### src/rtl/cpu_pkg.sv
// Shared CPU encodings: opcodes, ALU/writeback selects, fault codes and phase indices.
package cpu_pkg;

   localparam logic [3:0] OP_NOP = 4'd0;
   localparam logic [3:0] OP_ADD = 4'd1;
   localparam logic [3:0] OP_SUB = 4'd2;
   localparam logic [3:0] OP_AND = 4'd3;
   localparam logic [3:0] OP_OR  = 4'd4;
   localparam logic [3:0] OP_LD  = 4'd5;
   localparam logic [3:0] OP_ST  = 4'd6;
   localparam logic [3:0] OP_LI  = 4'd7;
   localparam logic [3:0] OP_JMP = 4'd8;
   localparam logic [3:0] OP_BZ  = 4'd9;
   localparam logic [3:0] OP_HLT = 4'd15;

   localparam logic [2:0] ALU_ADD = 3'd0;
   localparam logic [2:0] ALU_SUB = 3'd1;
   localparam logic [2:0] ALU_AND = 3'd2;
   localparam logic [2:0] ALU_OR  = 3'd3;

   localparam logic [1:0] WB_ALU  = 2'd0;
   localparam logic [1:0] WB_DMEM = 2'd1;
   localparam logic [1:0] WB_IMM  = 2'd2;

   localparam logic [1:0] FC_NONE    = 2'd0;
   localparam logic [1:0] FC_ILLEGAL = 2'd1;
   localparam logic [1:0] FC_BAD_PH  = 2'd2;

   localparam int P_FETCH = 0;
   localparam int P_DEC   = 1;
   localparam int P_EXEC  = 2;
   localparam int P_MEM   = 3;
   localparam int P_WB    = 4;

   // Opcodes 10..14 are unassigned.
   function automatic logic op_illegal(input logic [3:0] op);
      return (op >= 4'd10) && (op <= 4'd14);
   endfunction

   function automatic logic [2:0] alu_code(input logic [3:0] op);
      case (op)
         OP_SUB:  return ALU_SUB;
         OP_AND:  return ALU_AND;
         OP_OR:   return ALU_OR;
         default: return ALU_ADD;
      endcase
   endfunction

endpackage

### src/rtl/phase_check.sv
// Flags a phase vector with more than one bit set; all-zero (idle) is legal.
module phase_check (
   input  logic [4:0] phase_i,
   output logic       bad_phase_o
);

   // x & (x-1) clears the lowest set bit; anything left means a second bit was set.
   assign bad_phase_o = |(phase_i & (phase_i - 5'd1));

endmodule

### src/rtl/phase_seq.sv
// Control sequencer: latches the instruction, decodes per-phase datapath strobes,
// and raises a sticky halt on HLT, illegal opcode or a malformed phase vector.
module phase_seq
   import cpu_pkg::*;
#(
   parameter int IW    = 16,
   parameter int CNT_W = 16
) (
   input  logic             clk,
   input  logic             n_rst,
   input  logic [4:0]       phase_i,
   input  logic [IW-1:0]    imem_data_i,
   input  logic             flag_z_i,
   output logic [IW-1:0]    ir_o,
   output logic             ir_we_o,
   output logic             pc_inc_o,
   output logic             pc_load_o,
   output logic             reg_re_o,
   output logic             alu_en_o,
   output logic             dmem_re_o,
   output logic             dmem_we_o,
   output logic             reg_we_o,
   output logic [2:0]       alu_op_o,
   output logic [1:0]       wb_sel_o,
   output logic             hlt_o,
   output logic             fault_o,
   output logic [1:0]       fault_code_o,
   output logic [CNT_W-1:0] retired_o
);

   logic             bad_phase;
   logic [4:0]       ph;
   logic [3:0]       op;
   logic             is_alu, is_ld, is_st, is_li, is_jmp, is_bz, is_hlt, is_ill, take_br;

   logic [IW-1:0]    ir_q, ir_d;
   logic             hlt_q, hlt_d;
   logic             fault_q, fault_d;
   logic [1:0]       fault_code_q, fault_code_d;
   logic [CNT_W-1:0] retired_q, retired_d;
   logic             zflag_q, zflag_d;

   phase_check u_phase_check (
      .phase_i     (phase_i),
      .bad_phase_o (bad_phase)
   );

   // Qualified phase: nothing is issued once halted or while the vector is malformed.
   assign ph = (hlt_q || bad_phase) ? 5'd0 : phase_i;
   assign op = ir_q[IW-1 -: 4];

   always_comb begin
      is_alu  = (op >= OP_ADD) && (op <= OP_OR);
      is_ld   = (op == OP_LD);
      is_st   = (op == OP_ST);
      is_li   = (op == OP_LI);
      is_jmp  = (op == OP_JMP);
      is_bz   = (op == OP_BZ);
      is_hlt  = (op == OP_HLT);
      is_ill  = op_illegal(op);
      take_br = is_jmp || (is_bz && zflag_q);
   end

   always_comb begin
      ir_d         = ir_q;
      hlt_d        = hlt_q;
      fault_d      = fault_q;
      fault_code_d = fault_code_q;
      retired_d    = retired_q;
      zflag_d      = zflag_q;

      if (ph[P_FETCH]) ir_d = imem_data_i;
      if (ph[P_EXEC])  zflag_d = flag_z_i;
      if (ph[P_MEM] && is_hlt) hlt_d = 1'b1;
      if (ph[P_WB])    retired_d = retired_q + CNT_W'(1);

      // Bad phase outranks an illegal opcode detected on the same edge.
      if (bad_phase) begin
         hlt_d = 1'b1;
         if (!fault_q) begin
            fault_d      = 1'b1;
            fault_code_d = FC_BAD_PH;
         end
      end else if (ph[P_DEC] && is_ill) begin
         hlt_d = 1'b1;
         if (!fault_q) begin
            fault_d      = 1'b1;
            fault_code_d = FC_ILLEGAL;
         end
      end
   end

   always_ff @(posedge clk or negedge n_rst) begin
      if (!n_rst) begin
         ir_q         <= '0;
         hlt_q        <= 1'b0;
         fault_q      <= 1'b0;
         fault_code_q <= FC_NONE;
         retired_q    <= '0;
         zflag_q      <= 1'b0;
      end else begin
         ir_q         <= ir_d;
         hlt_q        <= hlt_d;
         fault_q      <= fault_d;
         fault_code_q <= fault_code_d;
         retired_q    <= retired_d;
         zflag_q      <= zflag_d;
      end
   end

   always_comb begin
      ir_we_o   = ph[P_FETCH];
      reg_re_o  = ph[P_DEC];
      alu_en_o  = ph[P_EXEC] && is_alu;
      dmem_re_o = ph[P_MEM] && is_ld;
      dmem_we_o = ph[P_MEM] && is_st;
      reg_we_o  = ph[P_WB] && (is_alu || is_ld || is_li);
      pc_load_o = ph[P_WB] && take_br;
      pc_inc_o  = ph[P_WB] && !take_br && !is_hlt && !is_ill;
      alu_op_o  = alu_en_o ? alu_code(op) : ALU_ADD;
      wb_sel_o  = WB_ALU;
      if (reg_we_o && is_ld) wb_sel_o = WB_DMEM;
      if (reg_we_o && is_li) wb_sel_o = WB_IMM;
   end

   assign ir_o         = ir_q;
   assign hlt_o        = hlt_q;
   assign fault_o      = fault_q;
   assign fault_code_o = fault_code_q;
   assign retired_o    = retired_q;

endmodule

### config.mk
export PLATFORM = sky130hd
export DESIGN_NAME = phase_seq
export DESIGN_NICKNAME = d
export VERILOG_FILES = /design/src/rtl/cpu_pkg.sv /design/src/rtl/phase_check.sv /design/src/rtl/phase_seq.sv
export SDC_FILE = /design/constraint.sdc
export NUM_CORES = 1
export LEC_CHECK = 0
export BUFFER_PORTS_ARGS = -buffer_cell sky130_fd_sc_hd__clkbuf_2
export CORE_ASPECT_RATIO = 1.5
export CORE_MARGIN = 2
export CORE_UTILIZATION = 40
export CTS_BUF_LIST = sky130_fd_sc_hd__clkbuf_2 sky130_fd_sc_hd__clkbuf_4 sky130_fd_sc_hd__clkbuf_8
export CTS_CLUSTER_DIAMETER = 100
export DETAILED_ROUTE_END_ITERATION = 8
export PLACE_DENSITY = 0.72
export SYNTH_ARGS = -nofsm -noshare
export SYNTH_HDL_FRONTEND = slang
export SYNTH_SLANG_ARGS = --single-unit
### constraint.sdc
create_clock -name clk -period 1.9 [get_ports clk]
set_input_delay 0.095 -clock clk [delete_from_list [all_inputs] [get_ports clk]]
set_output_delay 0.095 -clock clk [all_outputs]
set_load 0.05 [all_outputs]
==> metrics.txt, run 1 <==
status complete, but fails checks; violated checks negative setup slack; row cnt 30; vias in the first global route roughly 1500; Setup Skew 0.00429 ns; EDFF count, synth 0; I/O pin total 73; syn nets approximately 180; Syn-to-layout area delta 48.5%; share of the synthesized area in the top cell type 0.507; Post-Syn Area 1830 um^2; H-tree levels 2; DP Wirelength 3110 um; first-pass GRT wire length around 6800 um; Detail Route Antenna Nets 0; Clock transition at path regs 0.07 ns; Seq/Total Area, Yosys 0.507; residual DRC count 0; post-synthesis register bit count 37; synthesized instance count 158; fin crit period 2.00 ns; die height slightly below 90 um; drt initial violations 44; CTS root buf clkbuf_8; Worst EP required 1.80 ns; Final setup viols 25; GRT Util Overall 0.176; Via density 5.11; maximum clock insertion buffer count 2; Setup crit end kind output pin; hold endpoint ir_o[0]$_DFFE_PN0P_; fin worst setup slack -0.100 ns; Final GP Congestion 0.758; final net count roughly 270; GRT overflow 0; worst r2r src hlt_o$_DFFE_PN0P_; Worst Reg2Reg Path Length in Cells 5; clk_lat worst skew 0.29 ns; # Max-Cap Violations 0; Pre-Repair DR Iteration Count 4; count of input and output buffers 71; TNS Setup -0.931 ns; antenna violations before repair 0; Fmax 500 MHz; Tot Pwr 1530 uW; peak supply drop 391 uV; Setup crit start kind flip-flop; CTS Buf Count 5; Pleak 0.00142 uW; RSZ-0062 raised after global routing true; core footprint 4470 um^2; Initial Util 0.409; internal reg-to-reg setup slack -0.09 ns; Power Density 565 nW/um^2; post-synth cell types 41; area leader, netlist dfrtp_1; Sinks on Clock Net 37; die width just under 60 um; Fill cells 385; HP Class in -> reg; final hold vios 0; total wire length 4090 um; TritonCTS clock tree built; Post-synth ARST share 1.00; share of cells above drive strength 1 0.585; pin count of the biggest net entering global routing 14; synth cell count leaders dfrtp_1, nand2_1, nor2_1; Synth warnings 0; crit path kind reg -> out; ranking of synthesized cells by area dfrtp_1, mux2_4, xnor2_1, mux2_2, xor2_1; FF-to-FF End retired_o[14]$_DFFE_PN0P_; most frequent cell after synthesis dfrtp_1; WL/cell roughly 14 um; crit share post-route 1.05; Die ar. a little over 5000 um^2; Hold Startpoint imem_data_i[0]; Worst EP arrival 1.91 ns; ys flop type dfrtp_1; total number of vias roughly 1500; diodes inserted 0; worst-path fanout max 3; Min-Delay Path Depth 2; Slew Viols, Final 0; Syn Area/Cell 11.6 um^2
-- cell families after synthesis --
kind of cell | after synthesis | share of synthesized area
other | 1 | 0.00205
muxes | 17 | 0.123
xor gates and xnor gates | 17 | 0.0816
DFF | 37 | 0.507
adders and majority gates | 2 | 0.0123
and+or+nand+nor | 64 | 0.197
buffers and inverters | 10 | 0.0363
AOI/OAI and AO/OA | 10 | 0.0398
-- layout make-up --
class,instances,area [um^2],share of cell area
Tap cell,48,60.1,0.0222
Multi-Input combinational cell,111,992,0.366
Sequential cell,37,932,0.344
Timing Repair Buffer,89,609,0.225
Clock buffer,7,96.3,0.0355
Clock inverter,1,5.00,0.00185
Inverter,3,15.0,0.00554
-- power breakdown --
part           switching (uW)  internal (uW)  total, uW
clock network             262            327        589
registers                8.12            798        806
logic                    89.3           46.6        136
-- cells in the final DEF, fill, tap and decap left out, types with 5 or more instances in the layout --
master | netlist | routed
buf_4 | 1 | 15
buf_8 | 0 | 6
clkbuf_2 | 0 | 60
clkbuf_8 | 0 | 10
dfrtp_1 | 37 | 32
dfrtp_2 | 0 | 5
mux2_2 | 8 | 8
mux2_4 | 9 | 9
nand2_1 | 12 | 12
nand3_1 | 6 | 5
nand4_1 | 5 | 5
nor2_1 | 12 | 8
nor3_4 | 0 | 6
xnor2_1 | 11 | 11
xor2_1 | 6 | 6
-- metal layers --
metal  track usage  wire (um)
met3        0.0582        270
met2         0.297       2110
met4        0.0558         63
met1         0.208       1650
met5             0          0
-- flip-flops by register name, indices dropped and copies added, names as in the netlist --
name,flops
ir_o,16
retired_o,16
fault_code_o,2
fault_o,1
hlt_o,1
zflag_q,1
-- per-stage QoR --
step | hold slack, ns | setup WS [ns] | instance area [um^2] | cells | utilization
6_report | 0.0329 | -0.100 | 2710 | 296 | 0.607
2_1_floorplan | -0.201 | -0.140 | 1960 | 158 | -
4_1_cts | 0.0293 | -0.133 | 2630 | 292 | 0.589
5_1_grt | 0.0249 | -0.153 | 2710 | 296 | 0.607
3_3_place_gp | 0.00287 | 0.0444 | 2380 | 279 | 0.533
3_5_place_dp | 0.0113 | 0.0283 | 2380 | 279 | 0.533
-- worst max-delay path, cell delays in order (launching register included) --
cell and delay (ns):
dfrtp_2 0.43, or4_4 0.49, or3b_4 0.46, clkinvlp_4 0.10
clkbuf_16 0.15
-- how the worst max path moves through the flow --
stage | startpoint | end | slack (ns)
CTS | hlt_o$_DFFE_PN0P_ | reg_we_o | -0.13
finish | hlt_o$_DFFE_PN0P_ | ir_we_o | -0.10
global placement | hlt_o$_DFFE_PN0P_ | ir_o[2]$_DFFE_PN0P_ | 0.04
global route | hlt_o$_DFFE_PN0P_ | reg_we_o | -0.15
floorplan | hlt_o$_DFFE_PN0P_ | ir_o[15]$_DFFE_PN0P_ | -0.14
detailed placement | hlt_o$_DFFE_PN0P_ | ir_o[3]$_DFFE_PN0P_ | 0.03
-- what timing repair did --
action	in CTS	in global routing
endpoints found under the hold margin	11	0
setup buffers	4	5
pin swaps	3	6
hold buffers	1	0
gates resized for setup	25	19
setup endpoints to repair	7	33
Power figures use the tool's default switching activity.
==> inputs of run 2 (changes only) <==
--- a/config.mk
+++ b/config.mk
@@ -12,7 +12,7 @@
 export CTS_BUF_LIST = sky130_fd_sc_hd__clkbuf_2 sky130_fd_sc_hd__clkbuf_4 sky130_fd_sc_hd__clkbuf_8
 export CTS_CLUSTER_DIAMETER = 100
 export DETAILED_ROUTE_END_ITERATION = 8
-export PLACE_DENSITY = 0.72
+export PLACE_DENSITY = 0.69
 export SYNTH_ARGS = -nofsm -noshare
 export SYNTH_HDL_FRONTEND = slang
 export SYNTH_SLANG_ARGS = --single-unit
==> constraint.sdc (replaced) <==
create_clock -name clk -period 2.1 [get_ports clk]
set_input_delay 0.105 -clock clk [delete_from_list [all_inputs] [get_ports clk]]
set_output_delay 0.105 -clock clk [all_outputs]
set_load 0.05 [all_outputs]
==> run 2 against run 1 <==
The flow now finishes without violations. Clock power grew 8.3%. Count of clock-buffer cells in the layout shrank 1. Sequential power shrank 9.4%. Wire length shrank 4.2%. Setup slack gained 0.16 ns. Hold slack gained 0.012 ns. Sequential share of layout area grew 3.2 points. First-iteration DRC count shrank 48%. Final area shrank 9.0%. Non-clock buffer count shrank 11. Global-route usage shrank 0.98 points. Critical path depth is the same. Critical path type unchanged. Largest cell class is now sequential cells. Largest power group unchanged.
==> metrics.txt, run 2 (synthesized netlist as in run 1, its figures left out) <==
Initial Util 0.409; fin crit period between 2 and 2.5 ns; GRT overflow 0; fin worst setup slack approximately 0.064 ns; Setup crit end kind output pin; Via density between 5 and 6; total wire length between 3000 and 4000 um; CTS Buf Count 5; HP Class in -> reg; count of input and output buffers just over 70; peak supply drop 420 uV; clk_lat worst skew roughly 0.28 ns; die height 86.7 um; final hold vios 0; grt met1 use 0.227; Final setup viols 0; vias in the first global route 1404; Cell Count Post-Placement 276; worst-path fanout max 8; Sinks on Clock Net 37; CTS root buf clkbuf_8; Worst EP required around 2 ns; share of cells above drive strength 1 0.506; GRT Max-Usage Layer met2; TNS Setup 0 ns; Worst EP arrival just under 2 ns; most frequent cells in the layout clkbuf_2, dfrtp_1, nand2_1, nor2_1, xnor2_1; die width 59.2 um; Power Density between 600 and 700 nW/um^2; Fmax just under 500 MHz; met2 usage 0.260; Syn-to-layout area delta 35.2%; pin count of the biggest net entering global routing 21; total number of vias 1443; TritonCTS clock tree built; row cnt 30; final std cells w/o fill 285; residual DRC count 0; # Post-CTS Setup Buffers 0; Pre-Repair DR Iteration Count 4; H-tree levels 2; Fill cells 416; Slew Viols, Final 0; Post-Place Setup Slack 0.167 ns; DP Wirelength 3100 um; maximum clock insertion buffer count 2; RSZ-0062 raised after global routing false; Detail Route Antenna Nets 0; # Max-Cap Violations 0; M3 GR Usage 0.0463; Setup Skew 0.00733 ns; GRT Util Overall 0.166; crit path kind reg -> out; final net count 261; crit share post-route 0.970; drt initial violations 23; core footprint ~4500 um^2; Setup crit start kind flip-flop; commonest non-fill, non-tap cell in the layout clkbuf_2; first-pass GRT wire length 6600 um; Clock transition at path regs 0.08 ns; I/O pin total 73; status completed; diodes inserted 0; antenna violations before repair 0; Die ar. 5130 um^2; Final GP Congestion 0.785; Pleak roughly 0.0013 uW; WL/cell 13.7 um
==> run 2: cell types whose count changed in the layout (fill, tap and decap cells not counted), moves of 3 or more <==
cell / change
nor3_4: -3
buf_4: -7
dfrtp_2: -3
dfrtp_1: +3
nor2_1: +3
clkbuf_2: +6
buf_8: -5
clkbuf_8: -4
==> run 2: worst max-delay path: stages, from the launching register on <==
cell and delay [ns]:
dfrtp_2 0.43, or4b_4 0.51, or2_4 0.32, nor3_4 0.17, buf_4 0.22
==> run 2: worst paths after layout <==
| kind | to | startpoint | cells past startpoint | slack, ns |
|---|---|---|---|---|
| worst max register to register | retired_o[14]$_DFFE_PN0P_ | hlt_o$_DFFE_PN0P_ | 4 | 0.19 |
| worst min-delay path | ir_o[3]$_DFFE_PN0P_ | imem_data_i[3] | 2 | 0.04 |
| min in group asynchronous | retired_o[2]$_DFFE_PN0P_ | n_rst | 2 | 0.30 |
| max in group asynchronous | retired_o[13]$_DFFE_PN0P_ | n_rst | 3 | 1.18 |
| worst max-delay path | wb_sel_o[1] | hlt_o$_DFFE_PN0P_ | 4 | 0.06 |
| worst min register to register | retired_o[15]$_DFFE_PN0P_ | retired_o[15]$_DFFE_PN0P_ | 1 | 0.48 |
==> run 2: repair_timing <==
action                     CTS  global route
resized for setup            9             8
pin swaps                    0             0
setup endpoints to repair    5             4
cloned                       0             0
hold buffers                 1             0
hold endpoints to repair    17             0
==> run 2: layer usage <==
layer | share of wire | vias to the layer above
li1 | - | 704
met1 | 0.42 | 682
met2 | 0.50 | 51
met3 | 0.067 | 6
met4 | 0.014 | 0
met5 | 0 | -
==> run 2: per-stage QoR <==
stage	instance area (um^2)	util	power [uW]	hold WS (ns)
detailed placement	2300	0.514	861	0.0801
floorplan	1890	-	805	-0.191
global route	2470	0.552	1540	0.0323
finish	2470	0.552	1480	0.0450
global placement	2300	0.514	860	0.0804
CTS	2450	0.550	1500	0.0398
==> run 2: area by class of cell <==
| cell class | count | area [um^2] | share of cell area |
|---|---|---|---|
| well taps | 48 | 60.1 | 0.0243 |
| multi-input cells | 111 | 905 | 0.367 |
| repair buffers | 78 | 443 | 0.180 |
| clock inverters | 2 | 37.5 | 0.0152 |
| clock buffers | 6 | 82.6 | 0.0335 |
| flip-flops and latches | 37 | 928 | 0.376 |
| inverters | 3 | 11.3 | 0.00456 |
==> run 2: report_power, final <==
group | switching, uW | total [uW] | internal, uW | leakage (uW)
combinational | 77.5 | 117 | 39.2 | 0.000732
sequential | 8.27 | 730 | 721 | 0.000498
clock | 252 | 638 | 386 | 0.0000574
total | 338 | 1480 | 1150 | 0.00129
